[src/rtl/rsa_crypt.sv]
// Modular-exponentiation engine: result = msg^exp mod n, computed with a
// fixed EXP_WIDTH-iteration right-to-left square-and-multiply loop.
module rsa_crypt #(
  parameter int WIDTH     = 7,
  parameter int EXP_WIDTH = 7
) (
  input  logic                 clk,
  input  logic                 reset,
  input  logic                 start,
  input  logic [WIDTH-1:0]     msg_in,
  input  logic [EXP_WIDTH-1:0] exp_in,
  input  logic [WIDTH-1:0]     mod_in,
  output logic                 busy,
  output logic                 done,
  output logic [WIDTH-1:0]     result,
  output logic                 err
);

  localparam int CW = $clog2(EXP_WIDTH) + 1;
  localparam logic [CW-1:0] LAST_CNT = CW'(EXP_WIDTH - 1);

  typedef enum logic {
    IDLE = 1'b0,
    ITER = 1'b1
  } state_t;

  state_t               state_q, state_d;
  logic [WIDTH-1:0]     acc_q, acc_d;
  logic [WIDTH-1:0]     base_q, base_d;
  logic [WIDTH-1:0]     mod_q, mod_d;
  logic [WIDTH-1:0]     result_q, result_d;
  logic [EXP_WIDTH-1:0] exp_q, exp_d;
  logic [CW-1:0]        cnt_q, cnt_d;
  logic                 done_q, done_d;
  logic                 err_q, err_d;

  // Divisors are forced non-zero so the dividers never see /0; the zero-modulus
  // case is rejected in IDLE before any loaded value is used.
  logic [WIDTH-1:0]     mod_in_nz;
  logic [WIDTH-1:0]     mod_it_nz;
  logic [WIDTH-1:0]     base_load;
  logic [WIDTH-1:0]     acc_load;
  logic [2*WIDTH-1:0]   prod_ab;
  logic [2*WIDTH-1:0]   prod_bb;
  logic [2*WIDTH-1:0]   mod_wide;
  logic [WIDTH-1:0]     acc_mul;
  logic [WIDTH-1:0]     base_sq;
  logic [WIDTH-1:0]     acc_next;

  always_comb begin
    mod_in_nz = (mod_in == '0) ? WIDTH'(1) : mod_in;
    mod_it_nz = (mod_q == '0) ? WIDTH'(1) : mod_q;
    base_load = msg_in % mod_in_nz;
    acc_load  = WIDTH'(1) % mod_in_nz;
    prod_ab   = (2*WIDTH)'(acc_q) * (2*WIDTH)'(base_q);
    prod_bb   = (2*WIDTH)'(base_q) * (2*WIDTH)'(base_q);
    mod_wide  = (2*WIDTH)'(mod_it_nz);
    acc_mul   = WIDTH'(prod_ab % mod_wide);
    base_sq   = WIDTH'(prod_bb % mod_wide);
    acc_next  = exp_q[0] ? acc_mul : acc_q;
  end

  always_ff @(posedge clk or negedge reset) begin
    if (!reset) begin
      state_q  <= IDLE;
      acc_q    <= '0;
      base_q   <= '0;
      mod_q    <= '0;
      result_q <= '0;
      exp_q    <= '0;
      cnt_q    <= '0;
      done_q   <= 1'b0;
      err_q    <= 1'b0;
    end else begin
      state_q  <= state_d;
      acc_q    <= acc_d;
      base_q   <= base_d;
      mod_q    <= mod_d;
      result_q <= result_d;
      exp_q    <= exp_d;
      cnt_q    <= cnt_d;
      done_q   <= done_d;
      err_q    <= err_d;
    end
  end

  always_comb begin
    state_d  = state_q;
    acc_d    = acc_q;
    base_d   = base_q;
    mod_d    = mod_q;
    result_d = result_q;
    exp_d    = exp_q;
    cnt_d    = cnt_q;
    done_d   = 1'b0;
    err_d    = err_q;

    unique case (state_q)
      IDLE: begin
        if (start) begin
          if (mod_in == '0) begin
            result_d = '0;
            err_d    = 1'b1;
            done_d   = 1'b1;
          end else begin
            mod_d   = mod_in;
            exp_d   = exp_in;
            base_d  = base_load;
            acc_d   = acc_load;
            cnt_d   = '0;
            err_d   = 1'b0;
            state_d = ITER;
          end
        end
      end
      ITER: begin
        acc_d = acc_next;
        base_d = base_sq;
        exp_d = exp_q >> 1;
        cnt_d = cnt_q + CW'(1);
        // Every iteration runs regardless of exponent bits: constant latency.
        if (cnt_q == LAST_CNT) begin
          result_d = acc_next;
          done_d   = 1'b1;
          state_d  = IDLE;
        end
      end
      default: state_d = IDLE;
    endcase
  end

  assign busy   = (state_q == ITER);
  assign done   = done_q;
  assign result = result_q;
  assign err    = err_q;

endmodule
[config.mk]
export PLATFORM = sky130hd
export DESIGN_NAME = rsa_crypt
export DESIGN_NICKNAME = d
export VERILOG_FILES = /design/src/rtl/rsa_crypt.sv
export SDC_FILE = /design/constraint.sdc
export NUM_CORES = 1
export LEC_CHECK = 0
export CAP_MARGIN = 20
export CORE_MARGIN = 2
export CORE_UTILIZATION = 50
export CTS_BUF_LIST = sky130_fd_sc_hd__clkbuf_8
export CTS_CLUSTER_DIAMETER = 120
export DETAILED_ROUTE_END_ITERATION = 7
export GPL_ROUTABILITY_DRIVEN = 1
export MAX_ROUTING_LAYER = met4
export PLACE_DENSITY_LB_ADDON = 0.2
export SYNTH_ARGS = -nofsm -noshare
export SYNTH_HDL_FRONTEND = slang
export SYNTH_SLANG_ARGS = --single-unit
[constraint.sdc]
create_clock -name clk -period 35.2 [get_ports clk]
set_input_delay 7.04 -clock clk [delete_from_list [all_inputs] [get_ports clk]]
set_output_delay 7.04 -clock clk [all_outputs]
set_load 0.05 [all_outputs]
Word level (Yosys, flattened, before mapping)
Index checks and enable logic that the tools add are counted.
{"block": "totals", "ff_bits": 42, "inputBits": 24, "out_inout_bits": 10, "wordCells": 56}
{"block": "classes", "addsub": 1, "multipliers": 2, "n_div": 4, "eq_ne": 5, "mux": 27, "bitwise": 2, "reduce_logical": 6}
{"cell": "$mux 7", "n": 12}
{"cell": "$pmux 7 s2", "n": 4}
{"cell": "$mod 14x7->14", "n": 2}
{"cell": "$mul 7x7->14", "n": 2}
{"cell": "$logic_not 7->1", "n": 2}
{"cell": "$mux 4", "n": 2}
{"cell": "$pmux 4 s2", "n": 1}
{"cell": "$mod 1x7->7 const A", "n": 1}
{"cell": "$mod 7x7->7", "n": 1}
{"cell": "$mux 1", "n": 6}
{"cell": "$ne 2x2->1 const B", "n": 3}
{"cell": "$reduce_and 3->1", "n": 2}
{"cell": "$add 4x1->4 const B", "n": 1}
{"cell": "$eq 4x3->1 const B", "n": 1}
{"cell": "$pmux 1 s2", "n": 2}
{"cell": "$reduce_and 2->1", "n": 2}
{"cell": "$ne 2x1->1 const B", "n": 1}
{"cell": "$not 1->1", "n": 2}

Logic depth before layout (Yosys ltp)
Gate-level depths: netlist of run 1.
{"block": "depth", "word_depth": 6, "depth_mapped": 151, "mapped_depth_nobuf": 143}

Least setup slack after synthesis of run 1
OpenSTA, ideal clock, no wires.
{"block": "synth_timing", "path_type": "reg-to-reg", "from": "reg base_q[1]", "to": "reg acc_q[3]", "setup_ps": 121, "arrival_time_ps": 29605, "required_time_ps": 35079, "slack_ps": 5474, "path_stages_with_launch": 146, "n_path_buf": 8, "period_less_slack_ps": 29726, "path_cell_list": "dfrtp_1 clkbuf_1 clkbuf_1 and2_1 fa_1 inv_1 fa_1 inv_1 fa_1 inv_1 fa_1 inv_1 ha_1 o21ai_0 a211oi_1 and2_1 nor2_1 xor2_1 [... 110 more ...] a21oi_1 nand4_1 nor2_1 mux2_2 ha_1 o21ai_0 nand2b_1 a21o_1 a21oi_1 o21ai_0 a221oi_1 o21ai_0 a21oi_1 o211a_1 and2_1 clkbuf_1 o211ai_1 a22o_1"}
{"block": "synth_between", "elab_chain_len": 4}
{"item": "start: declaration", "line": "29", "source": "logic [WIDTH-1:0] base_q, base_d;"}
{"item": "start signal: assignment", "line": "77", "source": "base_q <= base_d;"}
{"item": "$mul 7x7->14", "line": "55", "source": "prod_ab = (2*WIDTH)'(acc_q) * (2*WIDTH)'(base_q);"}
{"item": "$mod 14x7->14", "line": "58", "source": "acc_mul = WIDTH'(prod_ab % mod_wide);"}
{"item": "$mux 7", "line": "60", "source": "acc_next = exp_q[0] ? acc_mul : acc_q;"}
{"item": "$pmux 7 s2", "line": "98", "source": "unique case (state_q)"}
{"item": "end signal: assignment", "line": "66", "source": "acc_q <= '0;"}
{"item": "end signal: assignment", "line": "76", "source": "acc_q <= acc_d;"}
{"item": "end: declaration", "line": "28", "source": "logic [WIDTH-1:0] acc_q, acc_d;"}
No other way between the ends.
A chain may end at the register's enable or synchronous reset.

Worst setup path in the final report of run 1
{"block": "layout_timing", "from": "reg base_q[2]", "to": "reg acc_q[3]"}
Same word-level chain as after synthesis.

==> impl_metrics.prom, run 1 <==
# TYPE chip_impl_metric gauge
chip_impl_metric{name="cts_buffers",unit=""} 5
chip_impl_info{name="worst_setup_path_start_kind",value="register"} 1
chip_impl_metric{name="synth_cell_type_count",unit=""} 103
chip_impl_metric{name="globalRouteOverflowTotal",unit=""} 0
chip_impl_metric{name="maxCapViolations",unit=""} 0
chip_impl_metric{name="period_needed",unit="ns"} 32.68
chip_impl_info{name="outcome",value="finished clean"} 1
chip_impl_metric{name="ctsLongestPathBuffers",unit=""} 2
chip_impl_metric{name="cp.required",unit="ns"} 35.39
chip_impl_metric{name="grt_start_max_net_pins",unit=""} 43
chip_impl_metric{name="grt_antenna_before_repair",unit=""} 0
chip_impl_info{name="critical-path-slowest-cell",value="dfrtp_1"} 1
chip_impl_metric{name="synth_area",unit="um^2"} 15500
chip_impl_info{name="crit_type",value="register to register"} 1
chip_impl_metric{name="htree_depth",unit=""} 2
chip_impl_metric{name="via_per_inst",unit=""} 6.24
chip_impl_info{name="synth_ff_type",value="dfrtp_1"} 1
chip_impl_metric{name="synth_warnings",unit=""} 0
chip_impl_metric{name="crit_path_max_fanout",unit=""} 18
chip_impl_metric{name="postSynthRegisterBits",unit=""} 42
chip_impl_metric{name="drt_wl_total",unit="mm"} 41.6
chip_impl_metric{name="synth-seq-area-share",unit="%"} 6.78
chip_impl_info{name="post_synth_most_frequent_cells",value="ha_1, nand2_1, nor2_1"} 1
chip_impl_metric{name="antenna_cells",unit=""} 0
chip_impl_metric{name="drt_first_pass_iters",unit=""} 5
chip_impl_metric{name="drtAntennaViolNets",unit=""} 0
chip_impl_metric{name="post_synth_and_or_nand_nor_area_fraction",unit="%"} 23.2
chip_impl_info{name="synth_area_leader_cell",value="ha_1"} 1
chip_impl_metric{name="hold_viol",unit=""} 0
chip_impl_info{name="post-synth-top-count-cell",value="ha_1"} 1
chip_impl_metric{name="clkSinkCount",unit=""} 42
chip_impl_metric{name="postSynth.asyncResetShare",unit="%"} 100
chip_impl_metric{name="grtUsageTotal",unit="%"} 25.4
chip_impl_metric{name="grt_pass1_vias",unit=""} 14300
chip_impl_metric{name="remaining_drc_errors",unit=""} 0
chip_impl_metric{name="finalClockSkew",unit="ns"} 0.00596
chip_impl_metric{name="drt_iter0_markers",unit=""} 924
chip_impl_metric{name="slew_headroom",unit="%"} 35.4
chip_impl_metric{name="drive_above_1_share",unit="%"} 6.60
chip_impl_metric{name="place_inst",unit=""} 2425
chip_impl_metric{name="cp.arrival",unit="ns"} 32.87
chip_impl_metric{name="setup_viol_count_final",unit=""} 0
chip_impl_metric{name="die_w",unit="um"} 180
chip_impl_metric{name="avgRoutedWirePerCell",unit="um"} 17.0
chip_impl_metric{name="mappedNetlistNets",unit=""} 2364
chip_impl_metric{name="tightest_slew",unit="ns"} 0.969
chip_impl_info{name="root_buffer",value="clkbuf_8"} 1
chip_impl_info{name="hold_path.class",value="register to register"} 1
chip_impl_metric{name="setup_total_negative_slack",unit="ns"} 0
chip_impl_metric{name="nets",unit=""} 2372
chip_impl_metric{name="numPortBuffers",unit=""} 33
chip_impl_metric{name="synth_enable_flop_cells",unit=""} 0
chip_impl_metric{name="io_pins",unit=""} 34
chip_impl_metric{name="fp.dieArea",unit="um^2"} 32400
chip_impl_metric{name="finalWeightedCongestion",unit=""} 0.915
chip_impl_metric{name="synth.mux.area_fraction",unit="%"} 5.73
chip_impl_metric{name="finish.cell_count_without_fillers",unit=""} 2441
chip_impl_metric{name="detailroute.via_count",unit=""} 15200
chip_impl_metric{name="initial_core_util",unit="%"} 50.7
chip_impl_info{name="main_combinational_cell_family_by_area_after_synthesis",value="compound AO/OA/AOI/OAI gates"} 1
chip_impl_metric{name="synthDominantCellAreaShare",unit="%"} 21.1
chip_impl_metric{name="dp_hpwl",unit="mm"} 33.0
chip_impl_metric{name="maximum_frequency_from_static_timing_analysis",unit="MHz"} 30.6
chip_impl_metric{name="critPathMaxStageDelay",unit="ns"} 0.62
chip_impl_metric{name="finalMaxSlewViolations",unit=""} 0
chip_impl_metric{name="fraction_of_the_mapped_netlist_area_in_compound_gates",unit="%"} 27.7
chip_impl_metric{name="post_synthesis_adder_cell_area_fraction",unit="%"} 26.6
chip_impl_metric{name="insertion_delay",unit="ns"} 0.30
chip_impl_metric{name="grt_pass1_wl",unit="mm"} 68.9
chip_impl_metric{name="period_share",unit="%"} 92.8
chip_impl_info{name="timing.critical_path.mode_cell",value="o21a_1"} 1
chip_impl_metric{name="post_synth_xor_area_fraction",unit="%"} 5.54
chip_impl_metric{name="row_cnt",unit=""} 64
chip_impl_metric{name="synth.avg_cell_area",unit="um^2"} 7.61
chip_impl_metric{name="placeableCoreArea",unit="um^2"} 30600
chip_impl_info{name="synth_top_cells_by_area",value="ha_1, dfrtp_1, fa_1, o21a_1, nand2_1"} 1
chip_impl_metric{name="layout.core_utilization",unit="%"} 53.7
chip_impl_metric{name="cts.clk_slew.worst_paths",unit="ns"} 0.09
chip_impl_info{name="cp-end-kind",value="register"} 1
chip_impl_info{name="cts_tree",value="done"} 1
chip_impl_metric{name="synthesis.instances",unit=""} 2036
chip_impl_metric{name="post_cts_hold_buffer_count",unit=""} 0
chip_impl_metric{name="syn2layout_area_growth",unit="%"} 5.96
chip_impl_metric{name="die_h",unit="um"} 180
-- per-layer routing --
| layer | wire [um] | up-vias | global-route usage [%] |
|---|---|---|---|
| met5 | 0 | - | - |
| met4 | 671 | 0 | 4.61 |
| met3 | 1820 | 51 | 2.12 |
| met2 | 19100 | 367 | 41.8 |
| met1 | 20000 | 7209 | 34.5 |
| li1 | - | 7595 | - |
-- final cells by class --
class	instances	area (um^2)
Inverter	120	450
Timing Repair Buffer	53	475
Clock buffer	5	68.8
Sequential cell	42	1050
Fill cell	2904	14200
Clock inverter	3	48.8
Tap cell	396	495
Multi-Input combinational cell	1822	13800
-- cells by family after synthesis --
logic type,after synthesis
AOI/OAI and AO/OA,629
xor gates and xnor gates,98
adders and majority gates,305
buffers and inverters,172
DFF,42
muxes,81
other,1
and+or+nand+nor,708
-- cells in the final DEF, fill, tap and decap left out, types with 33 or more instances in the layout --
| cell | n |
|---|---|
| and2_1 | 56 |
| inv_1 | 118 |
| mux2i_1 | 33 |
| o21a_1 | 92 |
| o31ai_1 | 35 |
| a21o_1 | 53 |
| o21ai_0 | 124 |
| mux2_2 | 43 |
| ha_1 | 262 |
| nor2_1 | 165 |
| fa_1 | 42 |
| nor3_1 | 99 |
| xnor2_1 | 58 |
| xor2_1 | 40 |
| dfrtp_1 | 40 |
| a21oi_1 | 117 |
| nand2_1 | 168 |
-- through the flow --
stage	hold WS, ns	setup WS [ns]	cell area (um^2)
finish	0.503	2.52	16400
global route	0.523	-0.00655	16400
global placement	0.468	1.86	16200
detailed placement	0.472	1.25	16200
floorplan	0.453	5.47	15500
CTS	0.501	1.13	16300
-- timing repair --
| action | in CTS | in global routing |
|---|---|---|
| endpoints found under the setup margin | 0 | 14 |
| buffers inserted | 0 | 7 |
| gates resized for setup | 0 | 13 |
-- critical path, delay by kind of cell (launching register included) --
family	cells	cell delay, ns
adders and majority gates	19	6.59
xor gates and xnor gates	1	0.16
and+or+nand+nor	33	7.28
muxes	3	0.95
buffers and inverters	8	0.76
DFF	1	0.62
AOI/OAI and AO/OA	77	16.16
-- path summary, 6_finish.rpt --
path                           start        end  slack (ns)  depth (start not counted)
max in group asynchronous      reset  base_q[5]       27.69                          1
setup / recovery           base_q[2]   acc_q[3]        2.52                        141
min in group asynchronous      reset   cnt_q[3]        6.87                          1
hold reg to reg            result[2]  result[2]        0.50                          2
hold / removal             result[2]  result[2]        0.50                          2
setup reg to reg           base_q[2]   acc_q[3]        2.52                        141
-- sequential cells by signal (all words and copies together), names as in the netlist, named ones only --
register / cells
exp_q: 7
result: 7
acc_q: 7
done: 1
mod_q: 7
busy: 1
base_q: 6
err: 1
cnt_q: 4
Power of run 1 is not shown: default switching activity piles up to over one toggle a cycle in this logic, so the estimate is an artifact.
==> run 2: changes to the inputs <==
CTS_CLUSTER_SIZE = 24   (was unset)
PLACE_DENSITY = 0.66   (was unset)
PLACE_DENSITY_LB_ADDON = unset   (was 0.2)
==> run 2 against run 1 <==
Register-to-register slack got worse by 0.17 ns. Maximum frequency is 0.51% lower. Count of clock-buffer cells in the layout rose by 1. Utilization shrank 0.090 points. Cell count fell by 0.20%. Setup slack worse by 0.17 ns. Critical path type unchanged.
==> impl_metrics.prom, run 2 (synthesis results as in run 1) <==
# TYPE chip_impl_metric gauge
chip_impl_metric{name="detailed_place.area",unit="um^2"} 16200
chip_impl_metric{name="cts.clk_slew.worst_paths",unit="ns"} 0.09
chip_impl_metric{name="cp.required",unit="ns"} 35.36
chip_impl_metric{name="avgRoutedWirePerCell",unit="um"} 17.0
chip_impl_metric{name="period_share",unit="%"} 93.3
chip_impl_metric{name="antenna_cells",unit=""} 0
chip_impl_metric{name="syn2layout_area_growth",unit="%"} 5.78
chip_impl_metric{name="layout.cell_area.non_filler",unit="um^2"} 16400
chip_impl_metric{name="dp_hpwl",unit="mm"} 33.0
chip_impl_metric{name="setup_viol_count_final",unit=""} 0
chip_impl_metric{name="crit_buf_inv",unit=""} 9
chip_impl_metric{name="layout.filler_cells",unit=""} 3021
chip_impl_metric{name="drt_first_pass_iters",unit=""} 5
chip_impl_info{name="critical-path-slowest-cell",value="dfrtp_1"} 1
chip_impl_info{name="grt_setup_unrepaired",value="false"} 1
chip_impl_metric{name="die_w",unit="um"} 180
chip_impl_metric{name="drt_wl_total",unit="mm"} 41.4
chip_impl_metric{name="drt_iter0_markers",unit=""} 938
chip_impl_metric{name="fp.dieArea",unit="um^2"} 32400
chip_impl_metric{name="grt_start_max_net_pins",unit=""} 43
chip_impl_metric{name="placeableCoreArea",unit="um^2"} 30600
chip_impl_info{name="cp-end-kind",value="register"} 1
chip_impl_info{name="outcome",value="finished clean"} 1
chip_impl_metric{name="grt_antenna_before_repair",unit=""} 0
chip_impl_metric{name="finalWeightedCongestion",unit=""} 0.922
chip_impl_metric{name="cp.arrival",unit="ns"} 33.01
chip_impl_metric{name="finalClockSkew",unit="ns"} 0.0129
chip_impl_info{name="crit_type",value="register to register"} 1
chip_impl_metric{name="grt_pass1_vias",unit=""} 14500
chip_impl_metric{name="cts_buffers",unit=""} 5
chip_impl_metric{name="tightest_slew",unit="ns"} 1.01
chip_impl_metric{name="htree_depth",unit=""} 2
chip_impl_metric{name="post_cts_hold_buffer_count",unit=""} 0
chip_impl_metric{name="detailroute.via_count",unit=""} 15200
chip_impl_metric{name="remaining_drc_errors",unit=""} 0
chip_impl_info{name="timing.critical_path.mode_cell",value="o21a_1"} 1
chip_impl_info{name="root_buffer",value="clkbuf_8"} 1
chip_impl_metric{name="row_cnt",unit=""} 64
chip_impl_metric{name="grtUsageTotal",unit="%"} 25.8
chip_impl_info{name="worst_setup_path_start_kind",value="register"} 1
chip_impl_metric{name="drtAntennaViolNets",unit=""} 0
chip_impl_info{name="timing.critical_path.max_delay_family",value="compound AO/OA/AOI/OAI gates"} 1
chip_impl_metric{name="maximum_frequency_from_static_timing_analysis",unit="MHz"} 30.4
chip_impl_metric{name="worst_slack",unit="ns"} 2.35
chip_impl_metric{name="dpl_worst_slack",unit="ns"} 1.33
chip_impl_metric{name="setup_slack_on_the_worst_flop_to_flop_path",unit="ns"} 2.35
chip_impl_metric{name="globalRouteOverflowTotal",unit=""} 0
chip_impl_metric{name="grt_pass1_wl",unit="mm"} 70.1
chip_impl_info{name="hold_path.class",value="register to register"} 1
chip_impl_info{name="most-common-layout-cells",value="ha_1, nand2_1, nor2_1"} 1
chip_impl_metric{name="numPortBuffers",unit=""} 33
chip_impl_info{name="cts_tree",value="done"} 1
chip_impl_metric{name="ctsLongestPathBuffers",unit=""} 2
chip_impl_metric{name="nets",unit=""} 2367
chip_impl_metric{name="insertion_delay",unit="ns"} 0.31
chip_impl_metric{name="finalMaxSlewViolations",unit=""} 0
chip_impl_metric{name="setup_total_negative_slack",unit="ns"} 0
chip_impl_metric{name="hold_viol",unit=""} 0
chip_impl_metric{name="hold_slack",unit="ns"} 0.494
chip_impl_metric{name="drive_above_1_share",unit="%"} 6.27
chip_impl_metric{name="period_needed",unit="ns"} 32.85
chip_impl_info{name="mostFrequentLayoutCell",value="ha_1"} 1
chip_impl_metric{name="io_pins",unit=""} 34
chip_impl_metric{name="critPathMaxStageDelay",unit="ns"} 0.62
chip_impl_metric{name="die_h",unit="um"} 180
chip_impl_metric{name="slew_headroom",unit="%"} 32.6
chip_impl_metric{name="crit_path_max_fanout",unit=""} 18
chip_impl_metric{name="clkSinkCount",unit=""} 42
chip_impl_metric{name="initial_core_util",unit="%"} 50.7
chip_impl_metric{name="via_per_inst",unit=""} 6.22
chip_impl_metric{name="maxCapViolations",unit=""} 0
run 2: changes by cell type in the layout (fill, tap and decap cells not counted):
cell / delta
o221ai_2: -1
buf_4: -6
clkbuf_8: +1
nor2b_2: +1
clkinvlp_4: -1
dfrtp_2: -1
nor2b_4: -1
inv_8: -1
dfrtp_1: +1
bufinv_16: +1
buf_2: +1
o221ai_1: +1
run 2: layout make-up:
cell class                 instances  area, um^2  share of cell area (%)
multi-input combinational       1822       13800                    84.3
sequential                        42        1050                    6.42
tap                              396         495                    3.02
inverter                         120         450                    2.75
timing repair buffer              48         435                    2.66
clock buffer                       6        82.6                   0.504
clock inverter                     2        60.1                   0.366
run 2: worst paths after layout:
check / depth (start not counted) / end / startpoint
min in group asynchronous: 1 / cnt_q[2] / reset
max reg2reg: 140 / acc_q[4] / base_q[2]
max in group asynchronous: 1 / base_q[6] / reset
max: 140 / acc_q[4] / base_q[2]
min reg2reg: 2 / exp_q[4] / exp_q[5]
min: 2 / exp_q[4] / exp_q[5]
run 2: metrics by stage:
stage / instances / utilization (%)
detailed placement: 2424 / 52.9
CTS: 2432 / 53.4
global placement: 2423 / 52.9
finish: 2436 / 53.6
floorplan: 2036 / -
global route: 2436 / 53.6
run 2: worst reg2reg max path: cells and delay by family, from the launching register on:
family,cells,cell delay [ns]
xor+xnor,1,0.15
fa+ha+maj,19,6.52
mux,3,0.97
buf+inv,9,0.96
flops,1,0.62
simple gates,31,6.95
compound gates,77,16.47
run 2: what timing repair did:
item                                    4_1_cts  5_1_grt
endpoints found under the setup margin        0       14
resized for setup                             0       10
buffers inserted                              0        4
endpoints found under the hold margin         0        0
run 2: layer usage:
| metal | wire, um | vias up | global-route usage (%) |
|---|---|---|---|
| li1 | - | 7586 | - |
| met3 | 1800 | 63 | 1.92 |
| met4 | 989 | 0 | 6.32 |
| met2 | 18500 | 333 | 41.2 |
| met1 | 20100 | 7170 | 35.7 |
| met5 | 0 | - | - |
Power of run 2 is left out for the same reason.
